<file path="config.mk">
export PLATFORM = sky130hd
export DESIGN_NAME = wallace_accumulator
export DESIGN_NICKNAME = d
export VERILOG_FILES = /design/src/rtl/wallace_pkg.sv /design/src/rtl/wallaceAdder.sv /design/src/rtl/wallace_accumulator.sv
export SDC_FILE = /design/constraint.sdc
export NUM_CORES = 1
export LEC_CHECK = 0
export ABC_AREA = 1
export BUFFER_PORTS_ARGS = -buffer_cell sky130_fd_sc_hd__buf_2
export CORE_MARGIN = 2
export CORE_UTILIZATION = 35
export DETAILED_ROUTE_END_ITERATION = 8
export PLACE_DENSITY = 0.57
export SYNTH_ARGS = -nofsm -noshare
export SYNTH_HDL_FRONTEND = slang
export SYNTH_SLANG_ARGS = --single-unit
</file>
<file path="constraint.sdc">
create_clock -name clk -period 1.35 [get_ports clk]
set_input_delay 0.3375 -clock clk [delete_from_list [all_inputs] [get_ports clk]]
set_output_delay 0.3375 -clock clk [all_outputs]
set_load 0.005 [all_outputs]
</file>
<file path="src/rtl/wallace_pkg.sv">
// Shared widths and FSM encoding for the frame accumulator and its 3-operand adder.
package wallace_pkg;
    localparam int OPERAND_W = 4;
    localparam int ADDER_W   = 6;

    typedef enum logic [1:0] {
        ST_IDLE  = 2'd0,
        ST_ACCUM = 2'd1,
        ST_FLUSH = 2'd2,
        ST_DONE  = 2'd3
    } state_t;
endpackage

</file>
<file path="src/rtl/wallaceAdder.sv">
// Combinational 3-operand adder: one carry-save layer compresses A, B and C to two rows,
// then a single carry-propagate add; zero latency, no flow control.
module wallaceAdder
    import wallace_pkg::*;
(
    input  logic [OPERAND_W-1:0] A,
    input  logic [OPERAND_W-1:0] B,
    input  logic [OPERAND_W-1:0] C,
    output logic [ADDER_W-1:0]   S
);
    logic [OPERAND_W-1:0] w_sum_row;
    logic [OPERAND_W-1:0] w_carry_row;

    assign w_sum_row   = A ^ B ^ C;
    assign w_carry_row = (A & B) | (A & C) | (B & C);
    // Carry row carries weight 2, hence the one-bit left shift.
    assign S = {2'b00, w_sum_row} + {1'b0, w_carry_row, 1'b0};
endmodule

</file>
<file path="src/rtl/wallace_accumulator.sv">
// Sums A+B+C over a frame of up to FRAME_LEN beats; result valid 2 cycles after the last accept.
// in_ready drops from the last accept until the result is taken; the result holds while out_ready=0.
module wallace_accumulator
    import wallace_pkg::*;
#(
    parameter int FRAME_LEN = 4,
    parameter int ACC_W     = 8
) (
    input  logic                 clk,
    input  logic                 rst_n,
    input  logic                 in_valid,
    output logic                 in_ready,
    input  logic                 in_last,
    input  logic [OPERAND_W-1:0] A,
    input  logic [OPERAND_W-1:0] B,
    input  logic [OPERAND_W-1:0] C,
    output logic                 out_valid,
    input  logic                 out_ready,
    output logic [ACC_W-1:0]     SUM,
    output logic [3:0]           NBEATS,
    output logic                 OVF
);
    localparam logic [3:0] LAST_IDX = 4'(FRAME_LEN - 1);

    state_t              r_state;
    state_t              w_state_nxt;
    logic [ADDER_W-1:0]  w_beat_sum;
    logic                w_accept;
    logic                w_last;
    logic                w_clear;
    logic                r_s1_vld;
    logic                r_s1_last;
    logic [ADDER_W-1:0]  r_s1_dat;
    logic [ACC_W-1:0]    r_acc;
    logic [3:0]          r_cnt;
    logic                r_ovf;
    logic [ACC_W:0]      w_acc_nxt;

    wallaceAdder u_adder (
        .A (A),
        .B (B),
        .C (C),
        .S (w_beat_sum)
    );

    assign w_accept  = in_valid & in_ready;
    assign w_last    = in_last | (r_cnt == LAST_IDX);
    assign w_clear   = out_valid & out_ready;
    assign w_acc_nxt = {1'b0, r_acc} + {{(ACC_W + 1 - ADDER_W){1'b0}}, r_s1_dat};

    always_ff @(posedge clk or negedge rst_n) begin
        if (!rst_n) begin
            r_state <= ST_IDLE;
        end else begin
            r_state <= w_state_nxt;
        end
    end

    always_comb begin
        w_state_nxt = r_state;
        case (r_state)
            ST_IDLE:  if (w_accept) w_state_nxt = w_last ? ST_FLUSH : ST_ACCUM;
            ST_ACCUM: if (w_accept && w_last) w_state_nxt = ST_FLUSH;
            // The closing beat sits in stage 1 here and lands in the accumulator on this edge.
            ST_FLUSH: if (r_s1_vld && r_s1_last) w_state_nxt = ST_DONE;
            ST_DONE:  if (out_ready) w_state_nxt = ST_IDLE;
            default:  w_state_nxt = ST_IDLE;
        endcase
    end

    always_comb begin
        in_ready  = 1'b0;
        out_valid = 1'b0;
        case (r_state)
            ST_IDLE:  in_ready  = 1'b1;
            ST_ACCUM: in_ready  = 1'b1;
            ST_DONE:  out_valid = 1'b1;
            default: ;
        endcase
    end

    always_ff @(posedge clk or negedge rst_n) begin
        if (!rst_n) begin
            r_s1_vld  <= 1'b0;
            r_s1_last <= 1'b0;
            r_s1_dat  <= '0;
        end else begin
            r_s1_vld  <= w_accept;
            r_s1_last <= w_accept & w_last;
            if (w_accept) begin
                r_s1_dat <= w_beat_sum;
            end
        end
    end

    // Stage 1 is never valid in DONE, so the reported result cannot move while it waits.
    always_ff @(posedge clk or negedge rst_n) begin
        if (!rst_n) begin
            r_acc <= '0;
            r_cnt <= '0;
            r_ovf <= 1'b0;
        end else if (w_clear) begin
            r_acc <= '0;
            r_cnt <= '0;
            r_ovf <= 1'b0;
        end else begin
            if (r_s1_vld) begin
                r_acc <= w_acc_nxt[ACC_W-1:0];
                if (w_acc_nxt[ACC_W]) begin
                    r_ovf <= 1'b1;
                end
            end
            if (w_accept) begin
                r_cnt <= r_cnt + 4'd1;
            end
        end
    end

    assign SUM    = r_acc;
    assign NBEATS = r_cnt;
    assign OVF    = r_ovf;
endmodule

</file>
==> summary.txt, run 1 <==
Outcome
  • Status: finished with violations
  • Failing checks: setup timing

Critical path
  • Worst EP required: 1.53 ns
  • Kind of critical path: in2reg
  • Slowest Stage Delay on Critical Path: 0.47 ns
  • Startpoint class of the critical path: input pin
  • Crit-path cells: buf_6, fa_1, ha_2, fa_2, nand2_2, inv_2, o31ai_2
  • Crit path max-delay cell type: fa_1
  • Worst EP arrival: 1.76 ns
  • Worst setup EP type: flop
  • CP Max Fanout: 2

Pwr
  • Leak pwr: 1.200 nW
  • VDD IR max: 1.210 mV
  • PwrDens: 2269 nW/µm²

STA
  • Final hold violation count: 0
  • Sum Neg Setup Slack: -1.650 ns
  • Slew @ Worst Pin: 0.5341 ns
  • Slew Limit Fails: 0
  • Unrepaired setup endpoints after global routing: true
  • Final Cycle Share: 117.1%
  • Setup ws final: -0.2305 ns
  • Final min period: 1.581 ns
  • Max_slew headroom: 64.39%
  • Layout Skew: 0.001718 ns
  • Hold slack: 0.04298 ns
  • Max Clk Rate: 0.6327 GHz
  • Final setup fails: 14

Drt
  • Number of routed nets with antenna violations: 0
  • First DRT Iteration DRCs: 81
  • Drc violations: 0
  • WL/cell: 11.81 µm
  • Via/cell ratio: 4.634
  • Vias: 1,404
  • DRT Pass-1 Iters: 4
  • Routed WL: 3579 µm

Yosys
  • Post-synth EDFFs: 0
  • Post-synth top area cell: dfrtp_1
  • Synth cell types: 25
  • Post-synth top flop: dfrtp_1
  • Post-synthesis sequential area ratio: 37.19%
  • Async SR Flop Fraction: 100.0%
  • Mapped Area: 1548 µm²
  • Area contributors post-synth: dfrtp_1 (37%), nand2_1 (13%), ha_1 (11%)
  • Yosys top cell area share: 37.19%
  • Synth Instances: 187
  • Number of synthesis warnings: 0
  • Yosys reg bits: 23
  • Syn nets: 224
  • Syn_area_per_cell: 8.277 µm²

Place
  • GP Congestion: 0.7973
  • Post-Place Cells: 287
  • HPWL after DPL: 2451 µm
  • Number of port buffers: 31

Cells and area
  • # diodes: 0
  • Layout fillers: 393
  • Layout cells sized above 1: 51.79%
  • Synth-to-Final Area Change: 54.00%
  • Final Net Count: 289
  • Non-filler cells, final: 303

Die
  • Width of the die: 70.50 µm
  • Ports: 32
  • Placeable Area: 4294 µm²
  • Die Area: 4970 µm²
  • Die Ht: 70.50 µm
  • Core Rows: 24
  • Starting density of the core: 36.04%

Flow run
  • MaxCap Viol Count: 0

Clock tree
  • H-tree levels: 1
  • CTS tree: yes
  • Clock sinks: 23
  • CTS Hold Bufs: 0
  • Clk Latency, worst-skew pair: 0.26 ns
  • Clock Tree Buf Depth: 2
  • Clk Tree Root Cell: clkbuf_8
  • CTS buffer count: 3
  • CTS clock-pin slew for the worst setup and hold paths: 0.08 ns

Global routing
  • Overflow after GRT: 0
  • Number of global-route vias before repair: 1,373
  • First-pass GRT wire length: 5878 µm
  • Largest net degree at the start of global routing: 24
  • Total Routing Usage GR: 14.45%
  • Initial antenna violation count: 0

Worst hold path
  • HP Class: in2async
## area by class of cell
cell class                      instances  area (µm²)  area share (%)
Multi-Input combinational cell        132        1122           47.09
Timing Repair Buffer                   60       439.2           18.43
Inverter                               31       128.9           5.407
Tap cell                               52       65.06           2.730
Clock buffer                            4       45.04           1.890
Timing Repair inverter                  1       6.256          0.2625
Sequential cell                        23       576.8           24.20
## sequential cells by signal (all words and copies together) (netlist names)
register   cells
SUM            8
r_s1_dat       6
NBEATS         4
r_state        2
OVF            1
r_s1_last      1
r_s1_vld       1
## per-stage QoR
step	setup slack, ns	utilization (%)	instance area (µm²)	power (mW)
floorplan	-0.3757	-	1588	2.897
global placement	-0.5231	44.99	1932	3.766
detailed placement	-0.5481	44.99	1932	3.796
CTS	-0.2435	52.30	2246	4.932
global route	-0.2619	55.51	2384	5.867
finish	-0.2305	55.51	2384	5.407
## power breakdown
group          internal, mW  switching, mW
Clock                 0.211          0.225
Sequential             1.01          0.348
Combinational          1.85           1.76
Total                  3.07           2.34
## cell families after synthesis
logic type	Yosys count	synth area share [%]
adders and majority gates	20	19.08
and+or+nand+nor	85	24.58
AOI/OAI and AO/OA	24	8.893
buffers and inverters	32	8.569
DFF	23	37.19
xor gates and xnor gates	3	1.698
## final timing paths
check,to,start,depth (start not counted),slack (ns)
max,r_s1_dat[3]$_DFFE_PN0P_,A[1],7,-0.23
max in group asynchronous,r_state[0]$_DFFE_PN0P_,rst_n,1,0.92
max reg2reg,SUM[4]$_DFFE_PN0P_,r_s1_dat[0]$_DFFE_PN0P_,8,-0.13
min in group clk,r_s1_last$_DFF_PN0_,in_last,3,0.35
min,NBEATS[3]$_DFFE_PN0P_,rst_n,1,0.04
min reg2reg,OVF$_DFFE_PN0P_,OVF$_DFFE_PN0P_,2,0.52
## worst max-delay path: cells and delay by family
family | cells | cell delay, ns
simple gates | 1 | 0.07
buf+inv | 2 | 0.13
fa+ha+maj | 3 | 1.02
compound gates | 1 | 0.21
## synth_stat cells, types with 2 or more instances
cell type  count
a21oi_1       10
dfrtp_1       23
o21ai_0        2
fa_1           6
nand3_1       13
ha_1          14
nand2_2        2
inv_2          6
inv_1         24
nor2_2         3
xor2_1         2
nand2_4        2
nand2_1       53
nor2_1         9
o21ai_1        8
## per-layer routing
layer	up-vias	global-route usage [%]	share of wire, %
met5	-	0	0
met4	0	4.701	2.0
met3	8	1.443	2.2
met2	24	24.63	50
met1	650	19.30	46
li1	722	-	-
## layout by cell type, fill, tap and decap left out, types with 6 or more instances in the layout
| master | n |
|---|---|
| buf_6 | 15 |
| buf_2 | 27 |
| nand2_1 | 40 |
| ha_4 | 10 |
| dfrtp_1 | 22 |
| o21ai_1 | 7 |
| nand2_2 | 13 |
| a21oi_1 | 6 |
| nor2_1 | 8 |
| inv_2 | 10 |
| buf_4 | 18 |
| inv_1 | 18 |
| nand3_1 | 7 |
## timing repair
item / 4_1_cts / 5_1_grt
buffers inserted: 8 / 6
gates resized for setup: 42 / 26
endpoints found under the hold margin: 0 / 0
gates cloned: 0 / 1
pin swaps: 13 / 15
setup endpoints to repair: 16 / 21
Note: power is estimated with default switching activity, not from simulation.
==> run 2: changes to the inputs <==
--- a/config.mk
+++ b/config.mk
@@ -10,7 +10,7 @@
 export CORE_MARGIN = 2
 export CORE_UTILIZATION = 35
 export DETAILED_ROUTE_END_ITERATION = 8
-export PLACE_DENSITY = 0.57
+export PLACE_DENSITY = 0.55
 export SYNTH_ARGS = -nofsm -noshare
 export SYNTH_HDL_FRONTEND = slang
 export SYNTH_SLANG_ARGS = --single-unit
==> constraint.sdc (replaced) <==
create_clock -name clk -period 1.98 [get_ports clk]
set_input_delay 0.495 -clock clk [delete_from_list [all_inputs] [get_ports clk]]
set_output_delay 0.495 -clock clk [all_outputs]
set_load 0.005 [all_outputs]
==> run 2 against run 1 <==
  * The flow now finishes without violations
  * Via count shrank 14%
  * Clock power shrank 34%
  * Clock-buffer cell count is the same
  * Register-to-register slack gained 0.55 ns
  * Cell count shrank 9.9%
  * Global-route usage shrank 2.3 points
  * Clock skew grew 0.0030 ns
  * Die area is the same
  * Critical path depth grew 1
  * Wire length shrank 23%
  * Combinational power shrank 61%
  * Sequential power shrank 36%
==> summary.txt, run 2 (synthesis gave the netlist of run 1 again) <==
Place
  • Post-Place Cells: 269
  • HPWL after DPL: 2299 µm
  • DP Area: 1757 µm²
  • GP Congestion: 0.8164
  • Number of port buffers: 31

Worst hold path
  • HP Class: in2async

Drt
  • Vias: 1,209
  • Max Used Layer: met4
  • Wl on met1: 1396 µm
  • Met3 WL: 88 µm
  • Number of routed nets with antenna violations: 0
  • DRT Pass-1 Iters: 4
  • First DRT Iteration DRCs: 69
  • Drc violations: 0
  • Routed WL: 2770 µm
  • WL/cell: 10.15 µm
  • Via/cell ratio: 4.429
  • Met2 WL post-DR: 1256 µm

Die
  • Starting density of the core: 36.04%
  • Width of the die: 70.50 µm
  • Placeable Area: 4294 µm²
  • Core Rows: 24
  • Ports: 32
  • Die Area: 4970 µm²
  • Die Ht: 70.50 µm

Clock tree
  • Post-CTS setup buffer count: 0
  • Clk Tree Root Cell: clkbuf_8
  • Clk Latency, worst-skew pair: 0.26 ns
  • Post-CTS Resized: 0
  • H-tree levels: 1
  • CTS clock-pin slew for the worst setup and hold paths: 0.08 ns
  • Clock Tree Buf Depth: 2
  • Clock sinks: 23
  • CTS Hold Bufs: 0
  • CTS buffer count: 3
  • CTS tree: yes

Critical path
  • Kind of critical path: in2reg
  • Startpoint class of the critical path: input pin
  • Crit path max-delay cell type: fa_1
  • Worst EP arrival: 2.02 ns
  • Top Family by Delay on Critical Path: adder cells
  • Worst EP required: 2.13 ns
  • Crit-path cells: buf_2, fa_1, ha_1, fa_1, nand2_1, inv_1, o21ai_0, nand2_1
  • CP Max Fanout: 2
  • Buf+Inv Stages, Crit Path: 2
  • Worst setup EP type: flop
  • Slowest Stage Delay on Critical Path: 0.47 ns

Global routing
  • First-pass GRT wire length: 4878 µm
  • Largest net degree at the start of global routing: 24
  • Total Routing Usage GR: 12.15%
  • Number of global-route vias before repair: 1,131
  • Overflow after GRT: 0
  • Initial antenna violation count: 0

STA
  • Sum Neg Setup Slack: 0 ns
  • Final Cycle Share: 94.37%
  • Layout Skew: 0.004705 ns
  • Final hold violation count: 0
  • Final setup fails: 0
  • Max Clk Rate: 0.5352 GHz
  • Max_slew headroom: 66.71%
  • Slew @ Worst Pin: 0.4994 ns
  • Final min period: 1.869 ns
  • Unrepaired setup endpoints after global routing: false
  • Slew Limit Fails: 0

Cells and area
  • # diodes: 0
  • Layout cells sized above 1: 23.53%
  • Max reg flops: 8
  • Commonest cells after routing, fill and taps aside: nand2_1 (53), buf_2 (31), inv_1 (24), dfrtp_1 (23), ha_1 (14)
  • Synth-to-Final Area Change: 16.41%
  • Design Area, Final: 1802 µm²
  • Final Core Density: 41.96%
  • Most common cell after layout, fill and taps aside: nand2_1
  • Non-filler cells, final: 273
  • Final Net Count: 259

Outcome
  • Status: finished clean

Pwr
  • PwrDens: 1418 nW/µm²
  • VDD IR max: 0.4265 mV
  • Leak pwr: 1.011 nW
  • Tot Pwr: 2.554 mW

Flow run
  • MaxCap Viol Count: 0
==> run 2: cell types whose count changed in the layout (fill, tap and decap cells not counted), sizes merged <==
| cell | delta |
|---|---|
| buf | -29 |
| inv | -1 |
==> run 2: metal layers <==
layer | up-vias | global-route usage (%)
li1 | 655 | -
met1 | 528 | 17.33
met2 | 24 | 18.97
met3 | 2 | 1.876
met4 | 0 | 3.846
met5 | - | 0
==> run 2: area by class of cell <==
cell class,instances,area [µm²]
clock buffer,4,45.04
fill,455,2492
inverter,31,121.4
multi-input combinational,132,839.6
sequential,23,575.6
tap,52,65.06
timing repair buffer,31,155.1
==> run 2: power by group <==
part	total (mW)	internal, mW	switching, mW
Clock	0.288	0.143	0.145
Sequential	0.866	0.685	0.181
Combinational	1.40	0.588	0.811
==> run 2: metrics by stage <==
step	hold slack, ns	worst slack, ns
3_5_place_dp	0.4722	-0.1586
6_report	0.1904	0.1115
2_1_floorplan	0.1994	0.01212
3_3_place_gp	0.4751	-0.1531
4_1_cts	0.2147	0.1155
5_1_grt	0.2313	0.04568
==> run 2: path summary, 6_finish.rpt <==
kind,depth (start not counted),endpoint,start,slack (ns)
min,1,SUM[5]$_DFFE_PN0P_,rst_n,0.19
min in group clk,2,r_s1_dat[2]$_DFFE_PN0P_,r_s1_dat[2]$_DFFE_PN0P_,0.49
max,8,r_s1_dat[5]$_DFFE_PN0P_,A[1],0.11
max in group asynchronous,1,r_s1_dat[4]$_DFFE_PN0P_,rst_n,1.45
max reg2reg,9,SUM[6]$_DFFE_PN0P_,SUM[0]$_DFFE_PN0P_,0.42
min reg2reg,2,r_s1_dat[2]$_DFFE_PN0P_,r_s1_dat[2]$_DFFE_PN0P_,0.49
==> run 2: worst reg2reg max path, stage by stage, from the launching register on <==
cell and delay, ns:
dfrtp_1 0.38, ha_1 0.18, inv_1 0.05, fa_1 0.39, inv_1 0.09, nand3_1 0.07
nand3_1 0.12, nand2_1 0.07, nand2_1 0.06, nor2_1 0.05
